File: src/rtl/fft_bin_streamer_pkg.sv
// Shared constants and state type for the FFT bin streamer slice.
package fft_bin_streamer_pkg;
    localparam int unsigned N          = 32;
    localparam int unsigned DATA_WIDTH = 16;
    localparam int unsigned BIN_W      = $clog2(N);
    localparam int unsigned MAG_W      = DATA_WIDTH + 1;

    typedef enum logic [1:0] {
        IDLE,
        STREAM,
        REPORT
    } strm_state_t;
endpackage

File: src/rtl/fft_bin_streamer_if.sv
// Streamed-bin and peak-report bundle between the streamer and its consumer.
interface fft_bin_streamer_if;
    import fft_bin_streamer_pkg::*;

    logic                         out_valid;
    logic                         out_ready;
    logic signed [DATA_WIDTH-1:0] out_real;
    logic signed [DATA_WIDTH-1:0] out_imag;
    logic        [MAG_W-1:0]      out_mag;
    logic        [BIN_W-1:0]      out_bin;
    logic                         out_last;
    logic                         peak_valid;
    logic        [BIN_W-1:0]      peak_bin;
    logic        [MAG_W-1:0]      peak_mag;

    modport master (
        output out_valid, out_real, out_imag, out_mag, out_bin, out_last,
        output peak_valid, peak_bin, peak_mag,
        input  out_ready
    );

    modport slave (
        input  out_valid, out_real, out_imag, out_mag, out_bin, out_last,
        input  peak_valid, peak_bin, peak_mag,
        output out_ready
    );
endinterface

File: src/rtl/fft_bin_streamer_mag.sv
// Combinational scaling of one complex bin plus its |re|+|im| magnitude.
module fft_bin_mag
    import fft_bin_streamer_pkg::*;
#(
    parameter int unsigned SHIFT = 3
) (
    input  logic signed [DATA_WIDTH-1:0] re_i,
    input  logic signed [DATA_WIDTH-1:0] im_i,
    output logic signed [DATA_WIDTH-1:0] re_o,
    output logic signed [DATA_WIDTH-1:0] im_o,
    output logic        [MAG_W-1:0]      mag_o
);
    logic signed [MAG_W-1:0] re_x, im_x;
    logic        [MAG_W-1:0] re_abs, im_abs;

    always_comb begin
        re_o   = re_i >>> SHIFT;
        im_o   = im_i >>> SHIFT;
        // One extra bit so that negating -2^(W-1) is exact
        re_x   = MAG_W'(re_o);
        im_x   = MAG_W'(im_o);
        re_abs = re_x[MAG_W-1] ? MAG_W'(-re_x) : MAG_W'(re_x);
        im_abs = im_x[MAG_W-1] ? MAG_W'(-im_x) : MAG_W'(im_x);
        mag_o  = re_abs + im_abs;
    end
endmodule

File: src/rtl/fft_bin_streamer.sv
// Snapshots an FFT frame, streams scaled bins with magnitude, then reports the peak bin.
module fft_bin_streamer
    import fft_bin_streamer_pkg::*;
#(
    parameter int unsigned SHIFT     = 3,
    parameter bit          PEAK_HALF = 1'b1
) (
    input  logic                      clk_100mhz,
    input  logic                      rst_n,
    input  logic [N*DATA_WIDTH-1:0]   fft_real_flat,
    input  logic [N*DATA_WIDTH-1:0]   fft_imag_flat,
    input  logic                      fft_out_valid,
    output logic                      frame_ready,
    output logic                      overflow,
    fft_bin_streamer_if.master        strm
);
    strm_state_t              state_q, state_d;
    logic [BIN_W-1:0]         idx_q, idx_d;
    logic [BIN_W-1:0]         pk_bin_q, pk_bin_d;
    logic [MAG_W-1:0]         pk_mag_q, pk_mag_d;
    logic                     ovf_q, ovf_d;
    logic                     capture;
    logic                     handshake;
    logic                     in_range;

    logic signed [DATA_WIDTH-1:0] re_bank_q [N];
    logic signed [DATA_WIDTH-1:0] im_bank_q [N];
    logic signed [DATA_WIDTH-1:0] cur_re, cur_im;
    logic        [MAG_W-1:0]      cur_mag;

    fft_bin_mag #(.SHIFT(SHIFT)) u_mag (
        .re_i  (re_bank_q[idx_q]),
        .im_i  (im_bank_q[idx_q]),
        .re_o  (cur_re),
        .im_o  (cur_im),
        .mag_o (cur_mag)
    );

    assign handshake = (state_q == STREAM) && strm.out_ready;
    assign in_range  = PEAK_HALF ? (idx_q <= BIN_W'(N / 2)) : 1'b1;

    always_comb begin
        state_d  = state_q;
        idx_d    = idx_q;
        pk_bin_d = pk_bin_q;
        pk_mag_d = pk_mag_q;
        ovf_d    = ovf_q;
        capture  = 1'b0;
        unique case (state_q)
            IDLE: begin
                if (fft_out_valid) begin
                    capture  = 1'b1;
                    idx_d    = '0;
                    pk_bin_d = '0;
                    pk_mag_d = '0;
                    state_d  = STREAM;
                end
            end
            STREAM: begin
                if (handshake) begin
                    idx_d = idx_q + BIN_W'(1);
                    // Bin 0 always seeds the search; strict > keeps the lowest bin on ties
                    if (in_range && (cur_mag > pk_mag_q || idx_q == '0)) begin
                        pk_bin_d = idx_q;
                        pk_mag_d = cur_mag;
                    end
                    if (idx_q == BIN_W'(N - 1)) begin
                        state_d = REPORT;
                    end
                end
            end
            REPORT: state_d = IDLE;
            default: state_d = IDLE;
        endcase
        if (fft_out_valid && state_q != IDLE) begin
            ovf_d = 1'b1;
        end
    end

    always_ff @(posedge clk_100mhz) begin
        if (!rst_n) begin
            state_q  <= IDLE;
            idx_q    <= '0;
            pk_bin_q <= '0;
            pk_mag_q <= '0;
            ovf_q    <= 1'b0;
        end else begin
            state_q  <= state_d;
            idx_q    <= idx_d;
            pk_bin_q <= pk_bin_d;
            pk_mag_q <= pk_mag_d;
            ovf_q    <= ovf_d;
        end
    end

    always_ff @(posedge clk_100mhz) begin
        if (!rst_n) begin
            for (int unsigned k = 0; k < N; k++) begin
                re_bank_q[k] <= '0;
                im_bank_q[k] <= '0;
            end
        end else if (capture) begin
            for (int unsigned k = 0; k < N; k++) begin
                re_bank_q[k] <= fft_real_flat[k*DATA_WIDTH +: DATA_WIDTH];
                im_bank_q[k] <= fft_imag_flat[k*DATA_WIDTH +: DATA_WIDTH];
            end
        end
    end

    assign frame_ready     = (state_q == IDLE);
    assign overflow        = ovf_q;
    assign strm.out_valid  = (state_q == STREAM);
    assign strm.out_real   = cur_re;
    assign strm.out_imag   = cur_im;
    assign strm.out_mag    = cur_mag;
    assign strm.out_bin    = idx_q;
    assign strm.out_last   = (state_q == STREAM) && (idx_q == BIN_W'(N - 1));
    assign strm.peak_valid = (state_q == REPORT);
    assign strm.peak_bin   = pk_bin_q;
    assign strm.peak_mag   = pk_mag_q;
endmodule

File: src/flat_wrapper.sv
// flat-port wrapper written by rule: the top's interface ports become plain ports
module fft_bin_streamer_flat import fft_bin_streamer_pkg::*;
#(
    parameter int unsigned SHIFT     = 3,
    parameter bit          PEAK_HALF = 1'b1
)
  (clk_100mhz, rst_n, fft_real_flat, fft_imag_flat, fft_out_valid, frame_ready, overflow, strm_out_valid, strm_out_real, strm_out_imag, strm_out_mag, strm_out_bin, strm_out_last, strm_peak_valid, strm_peak_bin, strm_peak_mag, strm_out_ready);
  fft_bin_streamer_if strm_i ();
  input  logic clk_100mhz;
  input  logic rst_n;
  input  logic [N*DATA_WIDTH-1:0] fft_real_flat;
  input  logic [N*DATA_WIDTH-1:0] fft_imag_flat;
  input  logic fft_out_valid;
  output logic frame_ready;
  output logic overflow;
  output wire logic [$bits(strm_i.out_valid)-1:0] strm_out_valid;
  output wire logic [$bits(strm_i.out_real)-1:0] strm_out_real;
  output wire logic [$bits(strm_i.out_imag)-1:0] strm_out_imag;
  output wire logic [$bits(strm_i.out_mag)-1:0] strm_out_mag;
  output wire logic [$bits(strm_i.out_bin)-1:0] strm_out_bin;
  output wire logic [$bits(strm_i.out_last)-1:0] strm_out_last;
  output wire logic [$bits(strm_i.peak_valid)-1:0] strm_peak_valid;
  output wire logic [$bits(strm_i.peak_bin)-1:0] strm_peak_bin;
  output wire logic [$bits(strm_i.peak_mag)-1:0] strm_peak_mag;
  input wire logic [$bits(strm_i.out_ready)-1:0] strm_out_ready;
  assign strm_out_valid = strm_i.out_valid;
  assign strm_out_real = strm_i.out_real;
  assign strm_out_imag = strm_i.out_imag;
  assign strm_out_mag = strm_i.out_mag;
  assign strm_out_bin = strm_i.out_bin;
  assign strm_out_last = strm_i.out_last;
  assign strm_peak_valid = strm_i.peak_valid;
  assign strm_peak_bin = strm_i.peak_bin;
  assign strm_peak_mag = strm_i.peak_mag;
  assign strm_i.out_ready = strm_out_ready;
  fft_bin_streamer #(.SHIFT(SHIFT), .PEAK_HALF(PEAK_HALF)) u_core (.clk_100mhz(clk_100mhz), .rst_n(rst_n), .fft_real_flat(fft_real_flat), .fft_imag_flat(fft_imag_flat), .fft_out_valid(fft_out_valid), .frame_ready(frame_ready), .overflow(overflow), .strm(strm_i));
endmodule
File: config.mk
export PLATFORM = sky130hd
export DESIGN_NAME = fft_bin_streamer_flat
export DESIGN_NICKNAME = d
export VERILOG_FILES = /design/src/rtl/fft_bin_streamer_pkg.sv /design/src/rtl/fft_bin_streamer_if.sv /design/src/rtl/fft_bin_streamer_mag.sv /design/src/rtl/fft_bin_streamer.sv /design/src/flat_wrapper.sv
export SDC_FILE = /design/constraint.sdc
export NUM_CORES = 1
export LEC_CHECK = 0
export CAP_MARGIN = 30
export CORE_AREA = 2 2 431 433
export DETAILED_ROUTE_END_ITERATION = 8
export DIE_AREA = 0 0 433 435
export SLEW_MARGIN = 20
export SYNTH_ARGS = -nofsm -noshare
export SYNTH_HDL_FRONTEND = slang
export SYNTH_SLANG_ARGS = --single-unit
export TNS_END_PERCENT = 5
File: constraint.sdc
create_clock -name clk_100mhz -period 63.2 [get_ports clk_100mhz]
set_input_delay 12.64 -clock clk_100mhz [delete_from_list [all_inputs] [get_ports clk_100mhz]]
set_output_delay 12.64 -clock clk_100mhz [all_outputs]
set_load 0.005 [all_outputs]
==> impl_metrics.env <==
export IMPL_clockBufferDepth=3
export IMPL_track_usage=0.1610
export IMPL_fin_crit_sh=0.3212
export IMPL_async_flop_share=0
export IMPL_cp_arrival_ns=7.66
export IMPL_p_leak_nw=19.90
export IMPL_critical_path_class="reg2out"
export IMPL_ys_seq_area_frac=0.6318
export IMPL_worstMarginPinSlew_ns=1.149
export IMPL_place_gp_congestion=0.8432
export IMPL_io_buffers=913
export IMPL_core_area_um2=184000
export IMPL_power_density_nw_per_um2=26.29
export IMPL_clock_sinks=867
export IMPL_setup_tns_ns=0
export IMPL_hp_class="reg2reg"
export IMPL_min_period_ns=20.30
export IMPL_slew_headroom=0.2342
export IMPL_route_vias_total=26470
export IMPL_synthDistinctLibCells=77
export IMPL_postCtsHoldBufs=0
export IMPL_netlist_area_um2=40660
export IMPL_cts_buffers=99
export IMPL_grt_remaining_overflow=0
export IMPL_grt_pass1_wl_um=209800
export IMPL_nets=4729
export IMPL_fillers=18450
export IMPL_ir_drop_uv=21.12
export IMPL_ys_seq_elements=867
export IMPL_initial_core_util=0.2209
export IMPL_fmax_ghz=0.04926
export IMPL_multi_input_area_um2=13880
export IMPL_end_kind="output port"
export IMPL_dp_cells=6032
export IMPL_worstPathRequired_ns=50.56
export IMPL_syn_to_final_growth_pct=37.54
export IMPL_drive_above_1_share=0.09696
export IMPL_crit_fanout=35
export IMPL_drt_iter0_drc=2011
export IMPL_ctsResizeCount=0
export IMPL_routed_wl_um=156200
export IMPL_vias_per_cell=4.223
export IMPL_ant_nets=0
export IMPL_final_util=0.3038
export IMPL_routedWlPerCell_um=24.92
export IMPL_die_h_um=435
export IMPL_regArea_um2=25700
export IMPL_drt_pre_antenna_iters=5
export IMPL_grt_pass1_vias=27010
export IMPL_htree_num_levels=3
export IMPL_hpwl_um=117800
export IMPL_cts_tree="yes"
export IMPL_synth_edf_count=832
export IMPL_rrSetupSlack_ns=53.73
export IMPL_cap_violations=0
export IMPL_rsz0062_at_grt="no"
export IMPL_cts_root_buffer="clkbuf_16"
export IMPL_yosysWarnings=0
export IMPL_syn_area_per_cell_um2=14.71
export IMPL_grt_max_degree=199
export IMPL_syn_inst=2764
export IMPL_start_kind="flip-flop"
export IMPL_die_x_um=433
export IMPL_rows=158
export IMPL_drc_errors=0
export IMPL_synthFlopType="edfxtp_1"
export IMPL_finalHoldViolCount=0
export IMPL_finClkSkew_ns=0.05472
export IMPL_whs_ns=0.4592
export IMPL_slew_violations=0
export IMPL_clk_latency_ns=0.75
export IMPL_boundaryPins=1109
export IMPL_design_die_area_um2=188400
export IMPL_stdcell_count=6267
export IMPL_status="completed"
export IMPL_post_cts_buffers=0
export IMPL_antenna_found_initial=59
export IMPL_path_clk_slew_ns=0.06
export IMPL_final_setup_viol_count=0
==> cell families (layout without fill, tap and decap cells) <==
family,Yosys count,in the layout,synth area share
AO/OA/AOI/OAI,214,214,0.03693
adder cells (fa/ha/maj),40,40,0.01250
XOR/XNOR,34,34,0.007325
multiplexers,306,306,0.1239
flip-flops,867,867,0.6318
buffers and inverters,234,1209,0.02868
AND/OR/NAND/NOR,1068,1068,0.1588
other,1,49,0.00009224
==> worst max-delay path, stage by stage, from the launching register on <==
cell	delay, ns
dfxtp_4	0.71
buf_4	0.51
buf_4	0.63
mux4_2	0.69
a22o_1	0.25
a221oi_1	0.90
nand3_1	0.45
nor4_4	0.28
a21oi_1	0.13
xnor2_1	0.16
ha_1	0.40
a21o_1	0.22
a21o_1	0.17
a21oi_1	0.16
o21ai_0	0.11
a21oi_1	0.23
xnor2_1	0.24
clkdlybuf4s50_1	0.58
==> area by class of cell <==
cell class | count | area share
diodes | 43 | 0.001924
clock buffers | 124 | 0.04598
clock inverters | 60 | 0.009800
inverters | 48 | 0.003267
multi-input cells | 1668 | 0.2482
flip-flops and latches | 867 | 0.4597
well taps | 2480 | 0.05549
repair buffers | 977 | 0.1757
==> through the flow <==
stage,instance area (µm²),setup slack (ns),total power [mW]
after CTS,55630,42.67,1.485
final,55920,42.90,1.470
after floorplan,40670,30.86,0.8327
after global placement,52440,43.53,0.9169
after global routing,55900,42.43,1.527
after detailed placement,52510,43.51,0.9209
==> cell usage in the layout (no fill, tap or decap), drive strengths merged, types with 7 or more instances in the layout <==
master and instances:
and3 10, nor2 40, mux2 7, ha 39, o21ai 17, buf 65, a22o 20, a21boi 12
nand2 69, nor3 13, diode 43, clkinv 47, clkdlybuf4s50 912, inv 54, edfxtp 832, xor2 15
nand4 9, nor2b 17, xnor2 19, a21o 12, mux4 148, and2 839, nand3b 7, a21oi 52
nand3 37, clkbuf 124, mux2i 151, a22oi 51, dfxtp 35, a221oi 13
==> worst paths after layout <==
| kind | start | to | cells after the start |
|---|---|---|---|
| setup / recovery | flip-flop | strm_out_mag[12] | 17 |
| hold / removal | u_core.strm.peak_bin[3] | u_core.strm.peak_bin[3] | 2 |
| setup reg to reg | flip-flop | u_core.strm.peak_mag[4] | 24 |
| hold reg to reg | u_core.strm.peak_bin[3] | u_core.strm.peak_bin[3] | 2 |
==> registers in the layout, summed over array words and instances (netlist names), named ones only <==
signal                cells
u_core.strm.peak_bin      5
u_core.im_bank_q        416
u_core.state_q            2
u_core.re_bank_q        416
u_core.strm.peak_mag     17
u_core.overflow           1
u_core.strm.out_bin       5
==> synthesized netlist by cell type, types with 15 or more instances <==
master	count	area (µm²)
nand3_1	34	170.2
and2_1	837	5236
nand2_1	69	259.0
a21oi_1	52	260.3
clkbuf_1	111	416.7
mux4_2	118	2658
o21ai_0	16	80.08
nor2b_1	17	106.4
mux2i_1	151	1511
dfxtp_1	35	700.7
nor2_1	39	146.4
a22oi_1	51	382.9
a22o_1	20	175.2
inv_1	46	172.7
buf_4	24	180.2
buf_2	33	165.2
xnor2_1	19	166.4
ha_1	39	488.0
edfxtp_1	832	24980
mux4_1	30	788.3
xor2_1	15	131.4
==> layer usage <==
layer	global-route usage	vias to the layer above	routed length, µm
met5	0	-	115
met4	0.06361	18	3862
met3	0.03677	176	9273
met2	0.2843	901	82530
met1	0.1870	13350	60420
li1	-	12020	-
==> report_power, final <==
group / total, mW / internal, mW / switching [mW]
clock network: 0.561 / 0.312 / 0.250
logic: 0.213 / 0.115 / 0.0984
registers: 0.696 / 0.682 / 0.0140
total: 1.47 / 1.11 / 0.362
No activity file was read; power rests on OpenSTA's default activity.
